--- config.mk ---
export PLATFORM = sky130hd
export DESIGN_NAME = mem_sequencer_flat
export DESIGN_NICKNAME = d
export VERILOG_FILES = /design/src/rtl/mem_sequencer_if.sv /design/src/rtl/mem_sequencer.sv /design/src/flat_wrapper.sv
export SDC_FILE = /design/constraint.sdc
export NUM_CORES = 1
export LEC_CHECK = 0
export ABC_AREA = 0
export ABC_CLOCK_PERIOD_IN_PS = 1800
export CAP_MARGIN = 20
export CELL_PAD_IN_SITES_DETAIL_PLACEMENT = 1
export CELL_PAD_IN_SITES_GLOBAL_PLACEMENT = 1
export CORE_ASPECT_RATIO = 0.8
export CORE_MARGIN = 3
export CORE_UTILIZATION = 38
export DETAILED_ROUTE_END_ITERATION = 8
export GPL_TIMING_DRIVEN = 0
export PLACE_DENSITY_LB_ADDON = 0.1
export SLEW_MARGIN = 10
export SYNTH_ARGS = -nofsm -noshare
export SYNTH_HDL_FRONTEND = slang
export SYNTH_SLANG_ARGS = --single-unit
export TNS_END_PERCENT = 1
--- constraint.sdc ---
create_clock -name clk -period 1.8 [get_ports clk]
set_input_delay 0.54 -clock clk [delete_from_list [all_inputs] [get_ports clk]]
set_output_delay 0.54 -clock clk [all_outputs]
set_load 0.05 [all_outputs]
--- src/rtl/mem_sequencer_if.sv ---
// rtl/mem_sequencer_if.sv - request/grant and memory-manager control bundle for mem_sequencer
interface mem_sequencer_if;
   logic       store_req;
   logic       load_req;
   logic       sprite_req;
   logic       fetch_req;
   logic [3:0] len_m1;
   logic [3:0] grant;
   logic       busy;
   logic       done;
   logic       err;
   logic [5:0] mem_address_counter;
   logic       mem_write_enable;
   logic [3:0] mem_write_count;

   // Requester / observer side
   modport master (
      output store_req, load_req, sprite_req, fetch_req, len_m1,
      input  grant, busy, done, err, mem_address_counter, mem_write_enable, mem_write_count
   );

   // Sequencer side
   modport slave (
      input  store_req, load_req, sprite_req, fetch_req, len_m1,
      output grant, busy, done, err, mem_address_counter, mem_write_enable, mem_write_count
   );
endinterface

--- src/rtl/mem_sequencer.sv ---
// rtl/mem_sequencer.sv - arbitrated sequencer for Chip-8 memory manager fetch/store/load/sprite accesses
module mem_sequencer (
   input  logic           clk,
   input  logic           reset_n,
   mem_sequencer_if.slave bus
);

   typedef enum logic [2:0] {
      S_IDLE,
      S_FETCH,
      S_READ,
      S_WRITE,
      S_DONE
   } state_t;

   state_t     state_q, state_d;
   logic [4:0] n_q, n_d;
   logic [3:0] grant_q, grant_d;
   logic       busy_q, busy_d;
   logic       done_q, done_d;
   logic       err_q, err_d;
   logic [5:0] cnt_q, cnt_d;
   logic       we_q, we_d;
   logic [3:0] wc_q, wc_d;

   // Byte count of the pending request; 16 only arises from len_m1 = 15
   logic [4:0] len_n;
   logic       last_count;

   assign len_n      = {1'b0, bus.len_m1} + 5'd1;
   assign last_count = (cnt_q == {1'b0, n_q});

   // Next-state and registered-output values, defaults first
   always_comb begin
      state_d = state_q;
      n_d     = n_q;
      grant_d = grant_q;
      busy_d  = busy_q;
      done_d  = 1'b0;
      err_d   = 1'b0;
      cnt_d   = cnt_q;
      we_d    = 1'b0;
      wc_d    = wc_q;

      case (state_q)
         S_IDLE: begin
            grant_d = 4'b0000;
            busy_d  = 1'b0;
            cnt_d   = 6'd0;
            wc_d    = 4'd0;
            n_d     = len_n;
            if (bus.store_req) begin
               grant_d = 4'b1000;
               busy_d  = 1'b1;
               if (len_n[4]) begin
                  // 16-byte store cannot be expressed in write_count: reject without writing
                  state_d = S_DONE;
                  done_d  = 1'b1;
                  err_d   = 1'b1;
               end else begin
                  state_d = S_WRITE;
                  wc_d    = len_n[3:0];
               end
            end else if (bus.load_req) begin
               grant_d = 4'b0100;
               busy_d  = 1'b1;
               state_d = S_READ;
            end else if (bus.sprite_req) begin
               grant_d = 4'b0010;
               busy_d  = 1'b1;
               state_d = S_READ;
            end else if (bus.fetch_req) begin
               grant_d = 4'b0001;
               busy_d  = 1'b1;
               state_d = S_FETCH;
            end
         end

         S_FETCH: begin
            if (cnt_q == 6'd1) begin
               state_d = S_DONE;
               done_d  = 1'b1;
               cnt_d   = 6'd0;
            end else begin
               cnt_d = cnt_q + 6'd1;
            end
         end

         S_READ: begin
            if (last_count) begin
               state_d = S_DONE;
               done_d  = 1'b1;
               cnt_d   = 6'd0;
            end else begin
               cnt_d = cnt_q + 6'd1;
            end
         end

         S_WRITE: begin
            if (last_count) begin
               state_d = S_DONE;
               done_d  = 1'b1;
               cnt_d   = 6'd0;
               wc_d    = 4'd0;
            end else begin
               // Count 0 is skipped because the manager's write pipeline is stale there
               cnt_d = cnt_q + 6'd1;
               we_d  = 1'b1;
            end
         end

         S_DONE: begin
            // One IDLE cycle follows so a requester dropping at done is never re-granted
            state_d = S_IDLE;
            grant_d = 4'b0000;
            busy_d  = 1'b0;
            cnt_d   = 6'd0;
            wc_d    = 4'd0;
         end

         default: begin
            state_d = S_IDLE;
            grant_d = 4'b0000;
            busy_d  = 1'b0;
            cnt_d   = 6'd0;
            wc_d    = 4'd0;
         end
      endcase
   end

   // State and output registers; reset clears write enable without waiting for a clock
   always_ff @(posedge clk or negedge reset_n) begin
      if (!reset_n) begin
         state_q <= S_IDLE;
         n_q     <= 5'd0;
         grant_q <= 4'b0000;
         busy_q  <= 1'b0;
         done_q  <= 1'b0;
         err_q   <= 1'b0;
         cnt_q   <= 6'd0;
         we_q    <= 1'b0;
         wc_q    <= 4'd0;
      end else begin
         state_q <= state_d;
         n_q     <= n_d;
         grant_q <= grant_d;
         busy_q  <= busy_d;
         done_q  <= done_d;
         err_q   <= err_d;
         cnt_q   <= cnt_d;
         we_q    <= we_d;
         wc_q    <= wc_d;
      end
   end

   assign bus.grant               = grant_q;
   assign bus.busy                = busy_q;
   assign bus.done                = done_q;
   assign bus.err                 = err_q;
   assign bus.mem_address_counter = cnt_q;
   assign bus.mem_write_enable    = we_q;
   assign bus.mem_write_count     = wc_q;

endmodule
--- src/flat_wrapper.sv ---
// flat-port wrapper written by rule: the top's interface ports become plain ports
module mem_sequencer_flat 
  (clk, reset_n, bus_store_req, bus_load_req, bus_sprite_req, bus_fetch_req, bus_len_m1, bus_grant, bus_busy, bus_done, bus_err, bus_mem_address_counter, bus_mem_write_enable, bus_mem_write_count);
  mem_sequencer_if bus_i ();
  input  logic clk;
  input  logic reset_n;
  input wire logic [$bits(bus_i.store_req)-1:0] bus_store_req;
  input wire logic [$bits(bus_i.load_req)-1:0] bus_load_req;
  input wire logic [$bits(bus_i.sprite_req)-1:0] bus_sprite_req;
  input wire logic [$bits(bus_i.fetch_req)-1:0] bus_fetch_req;
  input wire logic [$bits(bus_i.len_m1)-1:0] bus_len_m1;
  output wire logic [$bits(bus_i.grant)-1:0] bus_grant;
  output wire logic [$bits(bus_i.busy)-1:0] bus_busy;
  output wire logic [$bits(bus_i.done)-1:0] bus_done;
  output wire logic [$bits(bus_i.err)-1:0] bus_err;
  output wire logic [$bits(bus_i.mem_address_counter)-1:0] bus_mem_address_counter;
  output wire logic [$bits(bus_i.mem_write_enable)-1:0] bus_mem_write_enable;
  output wire logic [$bits(bus_i.mem_write_count)-1:0] bus_mem_write_count;
  assign bus_i.store_req = bus_store_req;
  assign bus_i.load_req = bus_load_req;
  assign bus_i.sprite_req = bus_sprite_req;
  assign bus_i.fetch_req = bus_fetch_req;
  assign bus_i.len_m1 = bus_len_m1;
  assign bus_grant = bus_i.grant;
  assign bus_busy = bus_i.busy;
  assign bus_done = bus_i.done;
  assign bus_err = bus_i.err;
  assign bus_mem_address_counter = bus_i.mem_address_counter;
  assign bus_mem_write_enable = bus_i.mem_write_enable;
  assign bus_mem_write_count = bus_i.mem_write_count;
  mem_sequencer u_core (.clk(clk), .reset_n(reset_n), .bus(bus_i));
endmodule
Word-level counts from Yosys, hierarchy flattened:

Cells that the tools add are included.

* bits in registers: 26
* input bits: 10
* output and inout bits: 18
* word-level logic and storage cells: 60

* add/subtract/negate cells: 2
* equality and inequality tests: 9
* mux-type cells: 33
* bitwise operators: 1
* reductions and logical operators: 6

Operator list (number)
* 2-to-1 mux 4 bit: 6
* 2-to-1 mux 3 bit: 7
* 2-to-1 mux 1 bit: 12
* 2-to-1 mux 6 bit: 2
* case mux 4 bit (3 select lines): 1
* case mux 6 bit (2 select lines): 1
* case mux 3 bit (3 select lines): 1
* case mux 4 bit (2 select lines): 1
* adder 6 x 1 -> 6 bit (second input constant): 1
* == test 3 x 2 -> 1 bit (second input constant): 2
* == test 6 x 1 -> 1 bit (second input constant): 1
* == test 6 x 5 -> 1 bit: 1
* != test 2 x 1 -> 1 bit (second input constant): 3
* adder 4 x 1 -> 5 bit (second input constant): 1
* != test 5 bit (second input constant): 1
* OR reduction 2 bit: 2
* == test 3 x 1 -> 1 bit (second input constant): 1
* zero test 3 bit: 1
* case mux 1 bit (3 select lines): 1
* AND reduction 3 bit: 1
* OR reduction 3 bit: 1
* case mux 1 bit (2 select lines): 1
* AND reduction 2 bit: 1
* NOT 1 bit: 1

Logic depth before layout (Yosys ltp):

Gate-level depths: netlist of run 1.

* depth after elaboration: 5
* depth in mapped cells: 6
* gate-level depth less buffers: 5

Least setup slack after synthesis of run 1:

OpenSTA, ideal clock, no wires.

* path kind: register to register
* from: reg u_core.cnt_q[4] (netlist: u_core.bus.mem_address_counter[4])
* to: reg u_core.cnt_q[0] (netlist: u_core.bus.mem_address_counter[0])
* library setup time: 0.145 ns
* arrival: 1.650 ns
* setup slack: 0.005 ns
* cell stages (with the launch flop): 6
* buffers on the path: 1
* clock period less this slack: 1.795 ns
* cell sequence: dfrtp_1 > xor2_1 > o41ai_1 > and3b_1 > buf_6 > nor2_1

* word-level cells in the longest chain between the ends: 3
* elaborated cells between the ends (all ways): 5
* those cells by class: eq/ne: 2; mux: 3

Ends and longest elaborated chain
* start: declaration: line mem_sequencer.sv:22 `logic [5:0] cnt_q, cnt_d;`
* start signal: assignment: line mem_sequencer.sv:150 `cnt_q <= cnt_d;`
* == test 6 x 5 -> 1 bit / == test 6 x 1 -> 1 bit (equally long branches): line mem_sequencer.sv:31, mem_sequencer.sv:80
* 2-to-1 mux 6 bit, on equally long branches: line mem_sequencer.sv:90, mem_sequencer.sv:100, mem_sequencer.sv:80
* case mux 6 bit (2 select lines) (*): line mem_sequencer.sv:45 `case (state_q)`
* via u_core.cnt_d[0]: line mem_sequencer.sv:22

The timed path passes the listed nets; every way through them passes the cells marked *.
A chain may end at the register's enable or synchronous reset.

Final worst setup path of run 1:

* from: reg u_core.cnt_q[5] (netlist: u_core.bus.mem_address_counter[5])
* to: out bus_mem_address_counter[5]

RTL lines
* end: declaration: line flat_wrapper.sv:16 `output wire logic [$bits(bus_i.mem_address_counter)-1:0] bus_mem_address_counter;`

No word-level cell between the ends.

==> metrics, run 1 <==
status=finished, final reports clean; Post-Synth XOR/XNOR Area=7.66%; Synth async-reset ratio=100%; CP Cell Sequence=clkdlybuf4s15_2; CP Buf/Inv Count=1; Max FO, Critical Path=5; Placed Area=1580 sq um; setup ws final=0.0729 ns; CP Capture Type=output pin; Final period util=96.0%; first-pass GRT wire length=5.31 mm; Vias/cell=5.38; CTS tree=done; Row Count=18; register area share after synthesis=51.7%; top cell family by delay on the critical path=flip-flops; Starting Density=40.2%; Root Driver=clkbuf_8; Post-Synth Adder-Cell Area=2.99%; hold path startpoint=u_core.bus.mem_write_count[0]; DR vias=1023; number of enable flip-flop cells after synthesis=0; footprint of the multi-input gates=582 sq um; largest net degree at the start of global routing=15; CP Class=reg2out; Routed wire per std cell=16.1 um; Die Width=70.3 um; die area=4040 sq um; Fillers=353; mapped cell area=1260 sq um; post-synthesis mux area share=1.79%; cell count after synthesis=119; clk buf depth=2; top_reg_cell synth=dfrtp_1; Worst Path Required=1.26 ns; sequential power share=30.9%; simple-gate share of the synthesized area=18.0%; fmax=0.579 GHz; CTS clk-pin slew, worst paths=0.09 ns; post-synthesis cell type count=35; Worst path max stage delay=0.49 ns; Worst R2R End=u_core.bus.mem_write_count[1]; maximum vdd drop=879 uV; Cell Count Post-Placement=186; final hold vios=0; H-tree depth=1; setup bufs post-CTS=0; vias in the first global route=1121; Final Slew Violations=0; Startpoint Class=flip-flop; initial antenna violation count=0; clk_skew=0.00520 ns; YS warnings=0; # IOs=28; Power Dens Cells=2020 nW/um^2; Fin Setup TNS=0 ns; Slew headroom=58.9%; Area Overhead vs Synth=29.9%; pre-CTS setup slack=-0.314 ns; R2R Setup Slk=0.14 ns; core area=3130 sq um; final WL=3.06 mm; DR DRC count=0; total congestion overflow=0; Fin Hold WS=0.494 ns; syn_area_per_cell=10.6 sq um; Max Cap Violations=0; Area contributors post-synth=dfrtp_1 (52%), xor2_1 (5.6%), nor2_1 (4.5%); height of the die=57.5 um; hold path cells=1; Worst-Skew Late Latency=0.28 ns; Net Sw Power=1.63 mW; worst hold path class=reg2reg; Logic pwr share=57.3%; worst-path cell with the longest stage delay=dfrtp_1; RR Startpoint=u_core.bus.mem_address_counter[4]; Slew @ Worst Pin=0.615 ns; layout cells sized above 1=16.7%; internal power=1.67 mW; hold path endpoint=u_core.bus.mem_write_count[0]; count of state elements after synthesis=26; largest family of logic cells by synthesized area=simple AND/OR/NAND/NOR gates; fin crit period=1.73 ns; Final Util=52.2%; Antenna Cells=0; Synth area leader=dfrtp_1; switching share of power=49.4%; Lkg Pwr=0.749 nW; gr usage total=17.0%; post-DP HPWL=2.32 mm; nets=164; top-area cell type share of the netlist area=51.7%; syn_nets=132; RD Place Congestion=0.772; r2r worst-path depth=4; fin cells=190; Antenna Nets Post-Route=0; quantity of I/O buffers inserted on ports=26; Initial DRC Count=23; Sink Count=26; Setup Viol. Count Final=0; compound-cell area share of the yosys netlist=14.6%; Pre-Repair DR Iteration Count=4; Register Area=651 sq um; CTS Buf Count=3; Worst EP arrival=1.19 ns; Pwr Total=3.30 mW; cell area after layout=1630 sq um; Clk pwr share=11.7%
final cells by class:
cell class | count | area share (%)
multi-input combinational | 86 | 35.6
clock buffer | 4 | 3.37
inverter | 2 | 0.460
buffer | 5 | 1.99
sequential | 26 | 39.8
tap | 40 | 3.07
timing repair buffer | 27 | 15.6
registers in the layout, indices dropped and copies added (netlist names):
register	count
u_core.bus.done	1
u_core.bus.busy	1
u_core.state_q	3
u_core.bus.mem_write_count	4
u_core.bus.mem_write_enable	1
u_core.bus.mem_address_counter	6
u_core.n_q	5
u_core.bus.grant	4
u_core.bus.err	1
layer usage:
| metal | routed length [um] | GRT usage, % | vias to the layer above |
|---|---|---|---|
| met5 | 0 | 0 | - |
| met4 | 89 | 8.20 | 0 |
| met3 | 145 | 5.11 | 9 |
| met2 | 1450 | 25.9 | 24 |
| met1 | 1380 | 22.1 | 508 |
| li1 | - | - | 482 |
synthesized netlist by cell type, types with 3 or more instances:
master / instances
a21oi_1: 7
dfrtp_1: 26
ha_1: 3
nand2_1: 7
nand3_1: 8
nor2_1: 15
o21ai_0: 5
o2bb2ai_1: 3
xnor2_1: 3
xor2_1: 8
power by group through the flow:
stage / logic, mW / clock network (mW) / registers, mW
after global placement: 1.92 / 0 / 1.03
after CTS: 1.90 / 0.396 / 1.02
after floorplan: 0.888 / 0 / 1.52
after global routing: 2.06 / 0.423 / 1.06
final: 1.89 / 0.386 / 1.02
after detailed placement: 1.97 / 0 / 1.04
how the worst max path moves through the flow:
stage / startpoint / to / slack, ns / cells past startpoint
floorplan: u_core.bus.mem_address_counter[4] / u_core.bus.mem_address_counter[0] / 0.005 / 5
global placement: bus_len_m1[0] / u_core.bus.mem_write_count[1] / -0.24 / 6
detailed placement: bus_len_m1[0] / u_core.bus.mem_write_count[1] / -0.31 / 6
CTS: u_core.state_q[0] / u_core.state_q[0] / 0.0005 / 6
global route: u_core.state_q[0] / u_core.state_q[0] / -0.01 / 6
finish: u_core.bus.mem_address_counter[5] / bus_mem_address_counter[5] / 0.07 / 1
cell families after synthesis:
kind of cell / count (synthesis)
buffers and inverters: 7
muxes: 2
adders and majority gates: 3
DFF: 26
and+or+nand+nor: 43
xor gates and xnor gates: 11
AOI/OAI and AO/OA: 27
what timing repair did:
action / CTS / global route
gates resized for setup: 29 / 4
gates cloned: 0 / 0
setup endpoints to repair: 19 / 9
hold buffers: 0 / 0
cells in the final DEF (no fill, tap or decap), drive strengths merged:
cell type and instances:
o41ai 1, a211oi 1, and3b 1, a21boi 1, xnor2 3, dlygate4sd2 12
buf 5, mux2 2, o2bb2ai 3, nor4 3, nor2b 2, inv 2
nand3b 1, a21oi 9, ha 3, and2 1, dfrtp 26, a31oi 1
o221ai 2, a21o 2, nand2 7, a41oi 1, a22o 1, or3b 1
o21ai 5, nor2 15, clkbuf 7, clkdlybuf4s15 4, and3 1, xor2 8
nand3 8, or2 1, clkdlybuf4s50 8, nor3 2
Note: power is estimated with default switching activity, not from simulation.
==> inputs of run 2 (changes only) <==
--- a/config.mk
+++ b/config.mk
@@ -16,6 +16,7 @@
 export DETAILED_ROUTE_END_ITERATION = 8
 export GPL_TIMING_DRIVEN = 0
 export PLACE_DENSITY_LB_ADDON = 0.1
+export SETUP_SLACK_MARGIN = 0.02
 export SLEW_MARGIN = 10
 export SYNTH_ARGS = -nofsm -noshare
 export SYNTH_HDL_FRONTEND = slang
==> run 2 against run 1 <==
Total power up 2.3%. Sequential power about the same. Critical path depth did not move. Die area unchanged. Final area rose by 1.7%. Non-clock buffer count unchanged. Cell count did not move. Maximum frequency grew 1.0%. Utilization rose by 0.88 points. Worst setup slack better by 0.018 ns. Wire length shrank 1.5%. Critical path type unchanged. Largest cell class unchanged. Highest routed layer unchanged.
==> metrics, run 2 (same netlist as run 1, synthesis figures left out) <==
status=finished, final reports clean (unchanged); switching share of power=47.2% (was 49.4%); Final period util=95.0% (was 96.0%); CTS Buf Count=3 (unchanged); Area Overhead vs Synth=32.0% (was 29.9%); die area=4040 sq um (unchanged); clk buf depth=2 (unchanged); Logic pwr share=55.7% (was 57.3%); Final Slew Violations=0 (unchanged); Setup Viol. Count Final=0 (unchanged); Pre-Repair DR Iteration Count=2 (was 4); Net Sw Power=1.59 mW (was 1.63 mW); gr usage total=16.6% (was 17.0%); Slew @ Worst Pin=0.646 ns (was 0.615 ns); sequential power share=30.1% (was 30.9%); most frequent cells in the layout=dfrtp_1 (25), nor2_1 (15), dlygate4sd2_1 (11) (was dfrtp_1 (26), nor2_1 (15), dlygate4sd2_1 (12)); Initial DRC Count=38 (was 23); Die Width=70.3 um (unchanged); cell area after layout=1660 sq um (was 1630 sq um); Clk pwr share=14.2% (was 11.7%); Antenna Nets Post-Route=0 (unchanged); Cell Count Post-Placement=186 (unchanged); total congestion overflow=0 (unchanged); CP Capture Type=output pin (unchanged); CP Cell Sequence=clkdlybuf4s15_2 (unchanged); CP Buf/Inv Count=1 (unchanged); most common cell after layout, fill and taps aside=dfrtp_1 (unchanged); Max Cap Violations=0 (unchanged); Lkg Pwr=0.750 nW (was 0.749 nW); Final Util=53.0% (was 52.2%); Placed Area=1580 sq um (about the same); maximum vdd drop=878 uV (was 879 uV); layout cells sized above 1=18.0% (was 16.7%); Pwr Total=3.37 mW (was 3.30 mW); Largest register FFs=6 (unchanged); worst hold path class=reg2reg (unchanged); nets=164 (unchanged); Power Dens Cells=2030 nW/um^2 (was 2020 nW/um^2); Worst Path Required=1.26 ns (about the same); Worst path max stage delay=0.49 ns (about the same); RD Place Congestion=0.770 (was 0.772); CTS clk-pin slew, worst paths=0.09 ns (about the same); core area=3130 sq um (unchanged); Antenna Cells=0 (unchanged); Worst EP arrival=1.17 ns (was 1.19 ns); Sink Count=26 (unchanged); RSZ-0062 raised after global routing=true; fin cells=190 (unchanged); quantity of I/O buffers inserted on ports=26 (unchanged); Vias/cell=5.26 (was 5.38); Worst-Skew Late Latency=0.27 ns (was 0.28 ns); # IOs=28 (unchanged); worst-path cell with the longest stage delay=dfrtp_1 (unchanged); Max FO, Critical Path=5 (unchanged); Fillers=352 (was 353); Slew headroom=56.8% (was 58.9%); CP Class=reg2out (unchanged); DR vias=999 (was 1023); height of the die=57.5 um (unchanged); DR DRC count=0 (unchanged); final WL=3.02 mm (was 3.06 mm); clk_skew=0.00211 ns (was 0.00520 ns); Hold-fix buffers, CTS=0 (unchanged); first-pass GRT wire length=5.23 mm (was 5.31 mm); post-DP HPWL=2.33 mm (was 2.32 mm); Starting Density=40.2% (unchanged); CTS tree=done (unchanged); initial antenna violation count=0 (unchanged); largest net degree at the start of global routing=16 (was 15); final hold vios=0 (unchanged); internal power=1.78 mW (was 1.67 mW); Startpoint Class=flip-flop (unchanged); R2R Setup Slk=0.17 ns (was 0.14 ns); fin crit period=1.71 ns (was 1.73 ns); top cell family by delay on the critical path=flip-flops (unchanged); vias in the first global route=1105 (was 1121); Row Count=18 (unchanged); Root Driver=clkbuf_8 (unchanged); H-tree depth=1 (unchanged); fmax=0.585 GHz (was 0.579 GHz); Routed wire per std cell=15.9 um (was 16.1 um)
==> run 2: final cells by class <==
class	count	area, sq um	area share (%)
sequential	26	652	39.3
tap	40	50.0	3.01
clock buffer	3	41.3	2.49
timing repair buffer	27	263	15.8
clock inverter	1	30.0	1.81
multi-input combinational	86	584	35.2
buffer	5	32.5	1.96
inverter	2	7.51	0.452
==> run 2: timing repair <==
action                     in CTS  in global routing
hold endpoints to repair        0                  0
setup endpoints to repair      19                  9
buffers inserted                0                  0
resized for setup              30                  5
==> run 2: path summary, 6_finish.rpt <==
path / startpoint / endpoint / cells past startpoint
worst max register to register: u_core.bus.mem_address_counter[4] / u_core.bus.mem_write_count[1] / 4
min in group asynchronous: reset_n / u_core.bus.grant[0] / 1
max in group asynchronous: reset_n / u_core.n_q[4] / 2
worst max-delay path: u_core.bus.mem_address_counter[5] / bus_mem_address_counter[5] / 1
worst min register to register: u_core.bus.mem_write_count[2] / u_core.bus.mem_write_count[2] / 1
worst min-delay path: u_core.bus.mem_write_count[2] / u_core.bus.mem_write_count[2] / 1
==> run 2: per-stage QoR <==
| step | hold slack (ns) | setup TNS, ns | setup WS [ns] |
|---|---|---|---|
| final | 0.492 | 0 | 0.0904 |
| after global routing | 0.519 | 0 | 0.00361 |
| after CTS | 0.503 | 0 | 0.0351 |
| after detailed placement | 0.481 | -1.25 | -0.297 |
| after global placement | 0.480 | -4.99 | -0.244 |
| after floorplan | 0.244 | 0 | 0.0541 |
==> run 2: metal layers <==
metal	vias to the layer above	part of all wire (%)	global-route usage, %
met5	-	0	0
met4	0	0.80	4.64
met3	2	4.0	4.75
met2	19	49	28.9
li1	481	-	-
met1	497	46	20.3
==> run 2: power groups by stage <==
stage / Sequential (mW) / Clock [mW] / Combinational, mW
2_1_floorplan: 1.52 / 0 / 0.888
3_3_place_gp: 1.03 / 0 / 1.92
3_5_place_dp: 1.04 / 0 / 1.96
4_1_cts: 1.02 / 0.495 / 1.89
5_1_grt: 1.06 / 0.529 / 2.04
6_report: 1.02 / 0.479 / 1.88
